===== config.mk =====
export PLATFORM = sky130hd
export DESIGN_NAME = icache_fetch_unit
export DESIGN_NICKNAME = d
export VERILOG_FILES = /design/src/rtl/icache_fetch_unit_pkg.sv /design/src/rtl/icache_fetch_unit_frame_array.sv /design/src/rtl/icache_fetch_unit.sv
export SDC_FILE = /design/constraint.sdc
export NUM_CORES = 1
export LEC_CHECK = 0
export ABC_AREA = 1
export BUFFER_PORTS_ARGS = -buffer_cell sky130_fd_sc_hd__buf_2
export CAP_MARGIN = 20
export CELL_PAD_IN_SITES_DETAIL_PLACEMENT = 0
export CELL_PAD_IN_SITES_GLOBAL_PLACEMENT = 1
export CORE_AREA = 2 2 242 423
export CTS_CLUSTER_SIZE = 25
export DETAILED_ROUTE_END_ITERATION = 10
export DIE_AREA = 0 0 244 425
export PLACE_DENSITY_LB_ADDON = 0.25
export REMOVE_ABC_BUFFERS = 1
export SYNTH_ARGS = -nofsm -noshare
export SYNTH_HDL_FRONTEND = slang
export SYNTH_HIERARCHICAL = 1
export SYNTH_SLANG_ARGS = --single-unit

===== constraint.sdc =====
create_clock -name CLK -period 4.31 [get_ports CLK]
set_clock_uncertainty 0.1 [all_clocks]
set_input_delay 0.431 -clock CLK [delete_from_list [all_inputs] [get_ports CLK]]
set_output_delay 0.431 -clock CLK [all_outputs]
set_load 0.1 [all_outputs]

===== src/rtl/icache_fetch_unit_pkg.sv =====
// Shared types and sizing for the direct-mapped instruction cache.
// Frame layout, FSM states and address-split helpers live here.
package icache_fetch_unit_pkg;

  localparam int WORD_W       = 32;
  localparam int ICACHE_SETS  = 16;
  localparam int ICACHE_IDX_W = $clog2(ICACHE_SETS);
  localparam int ICACHE_TAG_W = WORD_W - ICACHE_IDX_W - 2;

  typedef logic [WORD_W-1:0] word_t;

  typedef struct packed {
    logic                    valid;
    logic [ICACHE_TAG_W-1:0] tag;
    word_t                   data;
  } icache_frame_t;

  typedef enum logic {
    IC_IDLE = 1'b0,
    IC_MISS = 1'b1
  } icache_state_t;

  function automatic logic [ICACHE_IDX_W-1:0] addr_idx(input word_t a);
    return a[ICACHE_IDX_W+1:2];
  endfunction

  function automatic logic [ICACHE_TAG_W-1:0] addr_tag(input word_t a);
    return a[WORD_W-1:ICACHE_IDX_W+2];
  endfunction

endpackage


===== src/rtl/icache_fetch_unit_frame_array.sv =====
// Frame store for the instruction cache: combinational read, synchronous write,
// and a synchronous clear-all that takes priority over a concurrent write.
module icache_frame_array
  import icache_fetch_unit_pkg::*;
(
  input  logic                    clk,
  input  logic                    clr_i,
  input  logic                    we_i,
  input  logic [ICACHE_IDX_W-1:0] widx_i,
  input  icache_frame_t           wframe_i,
  input  logic [ICACHE_IDX_W-1:0] ridx_i,
  output icache_frame_t           rframe_o
);

  icache_frame_t frames_q [ICACHE_SETS];

  // Frame storage; only the valid bits are cleared, tag/data are don't-care when invalid.
  always_ff @(posedge clk) begin
    if (clr_i) begin
      for (int i = 0; i < ICACHE_SETS; i++) begin
        frames_q[i].valid <= 1'b0;
      end
    end else if (we_i) begin
      frames_q[widx_i] <= wframe_i;
    end else begin
      frames_q[widx_i] <= frames_q[widx_i];
    end
  end

  assign rframe_o = frames_q[ridx_i];

endmodule


===== src/rtl/icache_fetch_unit.sv =====
// Direct-mapped instruction cache between IF stage and memory controller.
// Hits return data in the same cycle; misses fetch one word and forward it on fill.
module icache_fetch_unit
  import icache_fetch_unit_pkg::*;
(
  input  logic        CLK,
  input  logic        RST,
  input  logic        imemREN,
  input  logic [31:0] imemaddr,
  output logic        ihit,
  output logic [31:0] imemload,
  output logic        iREN,
  output logic [31:0] iaddr,
  input  logic        iwait,
  input  logic [31:0] iload,
  input  logic        flush
);

  icache_state_t state_q, state_d;
  word_t         miss_addr_q, miss_addr_d;
  icache_frame_t rframe_s, wframe_s;
  logic          we_s;
  logic          hit_s;
  logic          unused_s;

  assign unused_s = ^imemaddr[1:0];

  icache_frame_array u_frames (
    .clk      (CLK),
    .clr_i    (RST | flush),
    .we_i     (we_s),
    .widx_i   (addr_idx(miss_addr_q)),
    .wframe_i (wframe_s),
    .ridx_i   (addr_idx(imemaddr)),
    .rframe_o (rframe_s)
  );

  assign wframe_s = '{valid: 1'b1, tag: addr_tag(miss_addr_q), data: iload};
  assign hit_s    = imemREN & rframe_s.valid & (rframe_s.tag == addr_tag(imemaddr));

  // FSM state and latched miss address.
  always_ff @(posedge CLK) begin
    if (RST) begin
      state_q     <= IC_IDLE;
      miss_addr_q <= 32'h0000_0000;
    end else begin
      state_q     <= state_d;
      miss_addr_q <= miss_addr_d;
    end
  end

  // Next-state, hit/forward and memory request logic.
  always_comb begin
    state_d     = state_q;
    miss_addr_d = miss_addr_q;
    ihit        = 1'b0;
    imemload    = 32'h0000_0000;
    iREN        = 1'b0;
    iaddr       = 32'h0000_0000;
    we_s        = 1'b0;
    case (state_q)
      IC_IDLE: begin
        if (RST || flush) begin
          state_d = IC_IDLE;
        end else if (hit_s) begin
          ihit     = 1'b1;
          imemload = rframe_s.data;
        end else if (imemREN) begin
          miss_addr_d = {imemaddr[31:2], 2'b00};
          state_d     = IC_MISS;
        end else begin
          state_d = IC_IDLE;
        end
      end
      IC_MISS: begin
        iREN  = 1'b1;
        iaddr = miss_addr_q;
        if (!iwait) begin
          state_d = IC_IDLE;
          // A flush racing the fill must not leave a stale frame valid.
          we_s    = ~flush;
          if (!RST && !flush && imemREN && (imemaddr[31:2] == miss_addr_q[31:2])) begin
            ihit     = 1'b1;
            imemload = iload;
          end else begin
            ihit = 1'b0;
          end
        end else begin
          state_d = IC_MISS;
        end
      end
      default: begin
        state_d = IC_IDLE;
      end
    endcase
  end

endmodule


==> results of run 1 <==
==> metal layers <==
| layer | GRT usage (%) | up-vias | share of wire (%) |
|---|---|---|---|
| li1 | - | 14645 | - |
| met5 | 0 | - | 0 |
| met3 | 2.74 | 163 | 4.4 |
| met1 | 28.7 | 14586 | 40 |
| met4 | 7.37 | 0 | 2.7 |
| met2 | 42.9 | 761 | 53 |
==> state kept, by name, indices dropped and copies added (netlist names) <==
name / cells
u_frames/frames_q: 944
state_q: 1
miss_addr_q: 30
==> synthesized netlist by cell type (all sizes together), types with 4 or more instances <==
master and number:
nand2 1530, edfxtp 944, inv 839, nand3 778, buf 185, nor2 127, clkbuf 39, dfxtp 31
xnor2 12, nor3 5, xor2 5, o21ai 4, o22ai 4
==> cell type report <==
cell class | instances | share of cell area (%)
flip-flops and latches | 975 | 58.0
multi-input cells | 2480 | 21.1
inverters | 840 | 6.38
repair buffers | 269 | 5.53
clock buffers | 119 | 4.83
well taps | 1326 | 3.32
clock inverters | 40 | 0.767
==> cell families (layout without fill, tap and decap cells) <==
group	count (synthesis)	in the layout	share of synthesized area, %
other cells	2	3	0.0171
flops	975	975	66.1
compound gates	16	16	0.237
xor+xnor	17	17	0.340
simple gates	2444	2444	23.2
buf+inv	1064	1268	10.1
==> through the flow <==
stage / setup slack [ns] / setup TNS [ns] / instances / power [mW] / area, um2
floorplan: -2.35 / -725.85 / 4295 / 11.3 / 42600
global placement: 0.253 / 0 / 5870 / 11.9 / 46900
detailed placement: 0.287 / 0 / 5870 / 11.9 / 46900
CTS: 0.258 / 0 / 6048 / 19.7 / 49900
global route: 0.0445 / 0 / 6049 / 20.2 / 49900
finish: 0.276 / 0 / 6049 / 19.5 / 49900
==> critical path, delay by kind of cell <==
| kind | cells | cell delay, ns |
|---|---|---|
| buf+inv | 7 | 1.34 |
| simple gates | 14 | 1.64 |
==> path summary, 6_finish.rpt <==
check / startpoint / endpoint / depth (start not counted)
worst max-delay path: imemaddr[2] / imemload[16] / 21
worst min-delay path: iload[19] / u_frames/frames_q[12][19]$_DFFE_PP_ / 1
worst max register to register: u_frames/frames_q[7][54]$_DFFE_PP_ / state_q$_SDFF_PP0_ / 15
worst min register to register: miss_addr_q[2]$_SDFFE_PP0P_ / miss_addr_q[2]$_SDFFE_PP0P_ / 2
==> report_power, final <==
part	total (mW)	switching, mW	internal, mW	leakage (nW)
logic	1.28	0.912	0.371	11.2
clock network	7.80	3.45	4.35	1.34
registers	10.4	0.0518	10.4	9.20
total	19.5	4.41	15.1	21.8
==> flow_summary.yaml, run 1 <==
logic_synthesis:
  avgSynthCellArea_um2: 9.70
  yosysTopAreaCellShare_pct: 64.7
  synth-edff-count: 944
  ys_top_cells_by_area: "edfxtp_1 (65%), nand2_1 (13%), nand3_1 (8.9%), inv_1 (7.1%), dfxtp_1 (1.4%)"
  ys_types: 29
  ys_ff_latch: 975
  synthFlopType: "edfxtp_1"
  synth_area_mm2: 0.0438
  yosys.area.top_type: "edfxtp_1"
  ys_async_sr_fraction_pct: 0
  synth_warnings: 6
  synth_cells: 4518
  yosysSeqAreaShare_pct: 66.1
floorplanning:
  die_x_um: 244
  std_cell_rows: 154
  boundaryPins: 135
  fp.dieH_um: 425
  die-area_mm2: 0.104
  initial_core_util_pct: 43.6
  core_area_mm2: 0.100
sta:
  period_needed_ns: 4.03
  hold_viol: 0
  hold_ws_ns: 0.0463
  rsz0062_at_grt: "false"
  setup_viol: 0
  max_slew.worst_pin.slew_ns: 1.06
  slew-limit-headroom_pct: 29.2
  fmax_ghz: 0.248
  fin_crit_sh_pct: 93.6
  slew_violations: 0
placement:
  gp_congestion: 0.891
  port_buffers: 130
  dp_hpwl_um: 68900
pwr:
  power.leakage_nw: 21.8
  power-per-cell-area_mw_per_mm2: 391
  ir_drop_mv: 0.244
setup_path:
  crit_type: "primary input to primary output"
  cp_max_fo: 62
  crit_arrival_ns: 3.50
  endpoint_kind: "primary output"
  reg2reg_slack_ns: 1.22
  path_common_cell: "nand2_1"
  cp_cell_sequence: "buf_8 -> inv_8 -> buf_12 -> nand2_1 -> nand3_1 -> nand3_1 -> nand3_1 -> nand2_1 -> inv_1 -> nand2_1 -> nand2_1 -> nand2_1 -> nor2_1 -> nand3_1 -> nor2_2 -> nand2_1 -> inv_2 -> buf_12 -> nand2_1 -> nand2_1 -> buf_12"
  crit_slowest_cell: "buf_12"
  cp.required_ns: 3.78
  critPathMaxStageDelay_ns: 0.33
  start_kind: "primary input"
clocking:
  cts_buffers: 89
  holdBufCountCts: 19
  cts_resized: 0
  clk_pin_slew_worst_paths_ns: 0.06
  cts_post_setup_buffers_inserted: 0
  tritoncts: "done"
  htree_levels: 3
  insertion_delay_ns: 0.68
  cts_root_buf: "clkbuf_16"
  clockBufferDepth: 3
  cts_sinks: 975
finish:
  finalCoreUtilization_pct: 49.7
  multi_input_area_mm2: 0.0105
  most-common-layout-cells: "nand2_1 (1530), edfxtp_1 (944), inv_1 (820)"
  regArea_mm2: 0.0290
  syn_to_final_growth_pct: 13.9
  final_common_cell: "nand2_1"
  drive_above_1_share_pct: 8.60
  nFillCells: 8976
  num_antenna_cells: 0
  nets: 4724
drt:
  antenna_left: 0
  routed-via-count: 30155
  drcViolationCount: 0
  drt-pass1-iter-count: 5
  routed_via_density: 4.99
  avgRoutedWirePerCell_um: 20.0
  routed_wl_um: 121000
  initialDrtViolationCount: 2066
global_routing:
  grt-ovfl-total: 0
  antenna_found_initial: 0
  track_usage_pct: 23.4
  grt_pass1_vias: 29160
  grt_max_degree: 85
  grt_pass1_wl_um: 182000
flow_run:
  drv_cap: 0
worst_hold_path:
  min_path_type: "primary input to flop"
outcome:
  status: "finished clean"
Power figures use the tool's default switching activity.
==> inputs of run 2 (changes only) <==
- CORE_AREA: 2 2 242 423 -> 2 2 231 403
- DIE_AREA: 0 0 244 425 -> 0 0 233 405
- SYNTH_HIERARCHICAL: 1 -> unset
==> flow_summary.yaml, run 2 <==
finish:
  top_register: "u_frames.frames_q"
  drive_above_1_share_pct: 11.3
  final_common_cell: "nand2_1"
  largest_register_ffs: 944
  most-common-layout-cells: "nand2_1 (1041), edfxtp_1 (928), nand3_1 (346)"
  nets: 3815
  reg_top3: "u_frames.frames_q: 944 flops, miss_addr_q: 30 flops, state_q: 1 flops"
  nFillCells: 7927
  syn_to_final_growth_pct: 15.6
  final_area_mm2: 0.0470
  finalCoreUtilization_pct: 51.4
global_routing:
  grt_pass1_vias: 26691
  grt_use_met2_pct: 45.1
  grt.met1_usage_pct: 30.4
  grt_use_met3_pct: 3.08
  antenna_found_initial: 4
  grt_pass1_wl_um: 172000
  track_usage_pct: 24.9
  grt-ovfl-total: 0
  grt_max_degree: 185
  grt_busiest_layer: "met2"
logic_synthesis:
  yosysMostFrequentCell: "nand2_1"
  synth_warnings: 0
  yosysSeqAreaShare_pct: 70.8
  synth-edff-count: 928
  avgSynthCellArea_um2: 11.3
  yosysTopAreaCellShare_pct: 68.5
  ys_async_sr_fraction_pct: 0
  yosys.area.top_type: "edfxtp_1"
  synth_area_mm2: 0.0407
  synthFlopType: "edfxtp_1"
  synth_cells: 3601
  ys_top_cells_by_area: "edfxtp_1 (69%), nand2_1 (9.6%), nand3_1 (4.3%), a21oi_1 (3.0%), a221oi_1 (2.6%)"
  synth_commonest_cells: "nand2_1 (1041), edfxtp_1 (928), nand3_1 (346)"
  ys_ff_latch: 975
  ys_types: 41
drt:
  routed_wl_um: 117000
  drt-pass1-iter-count: 6
  routed-via-count: 27660
  drcViolationCount: 0
  avgRoutedWirePerCell_um: 23.5
  routed_via_density: 5.53
  antenna_left: 0
  initialDrtViolationCount: 2285
placement:
  gp_congestion: 0.924
  port_buffers: 130
  dp_hpwl_um: 67000
  post_dp_cell_area_mm2: 0.0441
  place_ws_ns: 0.242
clocking:
  htree_levels: 3
  insertion_delay_ns: 0.68
  cts_post_setup_buffers_inserted: 0
  cts_sinks: 975
  clk_pin_slew_worst_paths_ns: 0.07
  cts_root_buf: "clkbuf_16"
  clockBufferDepth: 3
  cts_buffers: 86
  tritoncts: "done"
pwr:
  power.leakage_nw: 17.8
  ir_drop_mv: 0.287
  swShare_pct: 22.4
  power-per-cell-area_mw_per_mm2: 415
  p_switching_mw: 4.36
  p_seq_share_pct: 53.4
  p_clk_share_pct: 40.1
  comb_power_share_pct: 6.5
  total_power_mw: 19.5
  p_int_mw: 15.1
sta:
  fmax_ghz: 0.246
  max_slew.worst_pin.slew_ns: 1.12
  setup_viol: 0
  slew-limit-headroom_pct: 25.3
  hold_viol: 0
  fin_crit_sh_pct: 94.5
  setup_ws_ns: 0.238
  period_needed_ns: 4.07
  slew_violations: 0
  rsz0062_at_grt: "false"
setup_path:
  crit_arrival_ns: 3.54
  critPathMaxStageDelay_ns: 0.59
  start_kind: "flop"
  cp_cell_sequence: "inv_1 -> nand2_1 -> nand3_1 -> a221oi_1 -> nand2_1 -> nor4b_1 -> nand2_1 -> clkinv_1 -> buf_12 -> nand2_1 -> o21ai_1 -> buf_4 -> buf_12"
  crit_type: "flop to primary output"
  path_common_cell: "nand2_1"
  crit_slowest_cell: "dfxtp_1"
  endpoint_kind: "primary output"
  path_delay_family: "buffers and inverters"
  path_buf_inv: 5
  cp.required_ns: 3.78
  cp_max_fo: 32
floorplanning:
  fp.dieH_um: 405
  std_cell_rows: 147
  core_area_mm2: 0.0914
  initial_core_util_pct: 44.5
  die_x_um: 233
  boundaryPins: 135
  die-area_mm2: 0.0944
flow_run:
  drv_cap: 0
worst_hold_path:
  min_path_type: "primary input to flop"
outcome:
  status: "finished clean"
## run 2: cell types whose count changed after synthesis, moves of 20 or more
cell,change
nand3_1,-432
nand2_1,-489
buf_6,-20
nor2_1,+67
o211ai_1,+21
o21ai_0,+73
clkbuf_1,+60
a221oi_1,+119
inv_1,-576
buf_2,-35
o21ai_1,+33
a21oi_1,+241
## run 2: what timing repair did
item | CTS | global route
gates resized for setup | 0 | 5
endpoints found under the hold margin | 17 | 0
hold buffers | 3 | 0
endpoints found under the setup margin | 0 | 4
## run 2: power groups by stage
stage	sequential, mW	combinational (mW)	clock [mW]
floorplan	10.6	0.600	0
global placement	10.6	1.25	0
detailed placement	10.6	1.25	0
CTS	10.4	1.26	7.93
global route	10.4	1.38	8.26
finish	10.4	1.26	7.82
## run 2: kinds of logic after synthesis
| kind of cell | after synthesis | synth area share [%] |
|---|---|---|
| flops | 975 | 70.8 |
| simple gates | 1602 | 16.1 |
| xor+xnor | 4 | 0.0862 |
| other cells | 1 | 0.00922 |
| compound gates | 541 | 8.13 |
| buf+inv | 478 | 4.89 |
## run 2: worst register-to-register path, cell delays in order (launching register included)
cell and delay (ns):
edfxtp_1 0.36, inv_1 0.06, nand2_1 0.05, nand3_1 0.08, nand3_1 0.09, nand3_1 0.22, nand3_1 0.27, nand2_1 0.15
inv_1 0.05, nand2_1 0.06, nor2_1 0.07, nand3_2 0.11, nor2_8 0.06, buf_12 0.18, nor2_4 0.66, nor2_1 0.10
nor2_1 0.14
## run 2: cell type report
class / count / area [um2] / share of cell area (%)
antenna: 1 / 2.50 / 0.00532
multi-input combinational: 2149 / 10000 / 21.3
inverter: 253 / 991 / 2.11
timing repair buffer: 281 / 2870 / 6.11
clock inverter: 48 / 507 / 1.08
sequential: 975 / 28800 / 61.3
tap: 1192 / 1490 / 3.17
clock buffer: 107 / 2300 / 4.90
## run 2: metrics by stage
stage          instances  setup TNS [ns]  hold slack [ns]
2_1_floorplan       3377         -940.38            0.329
3_3_place_gp        4846               0            0.345
3_5_place_dp        4846               0            0.357
4_1_cts             5004               0         0.000531
5_1_grt             5005               0           0.0360
6_report            5006               0           0.0284
## run 2: worst paths after layout
kind | start | endpoint | slack [ns] | depth (start not counted)
max | miss_addr_q[5]$_SDFFE_PP0P_ | imemload[22] | 0.24 | 13
min | iload[28] | u_frames.frames_q[11][28]$_DFFE_PP_ | 0.03 | 1
max reg2reg | u_frames.frames_q[4][55]$_DFFE_PP_ | miss_addr_q[16]$_SDFFE_PP0P_ | 1.45 | 16
min reg2reg | u_frames.frames_q[4][58]$_SDFFE_PP1N_ | u_frames.frames_q[4][58]$_SDFFE_PP1N_ | 0.37 | 2
## run 2: per-layer routing
layer | vias to the layer above | part of all wire, %
li1 | 12890 | -
met1 | 13697 | 39
met2 | 872 | 52
met3 | 199 | 5.0
met4 | 2 | 3.4
met5 | - | 0.011
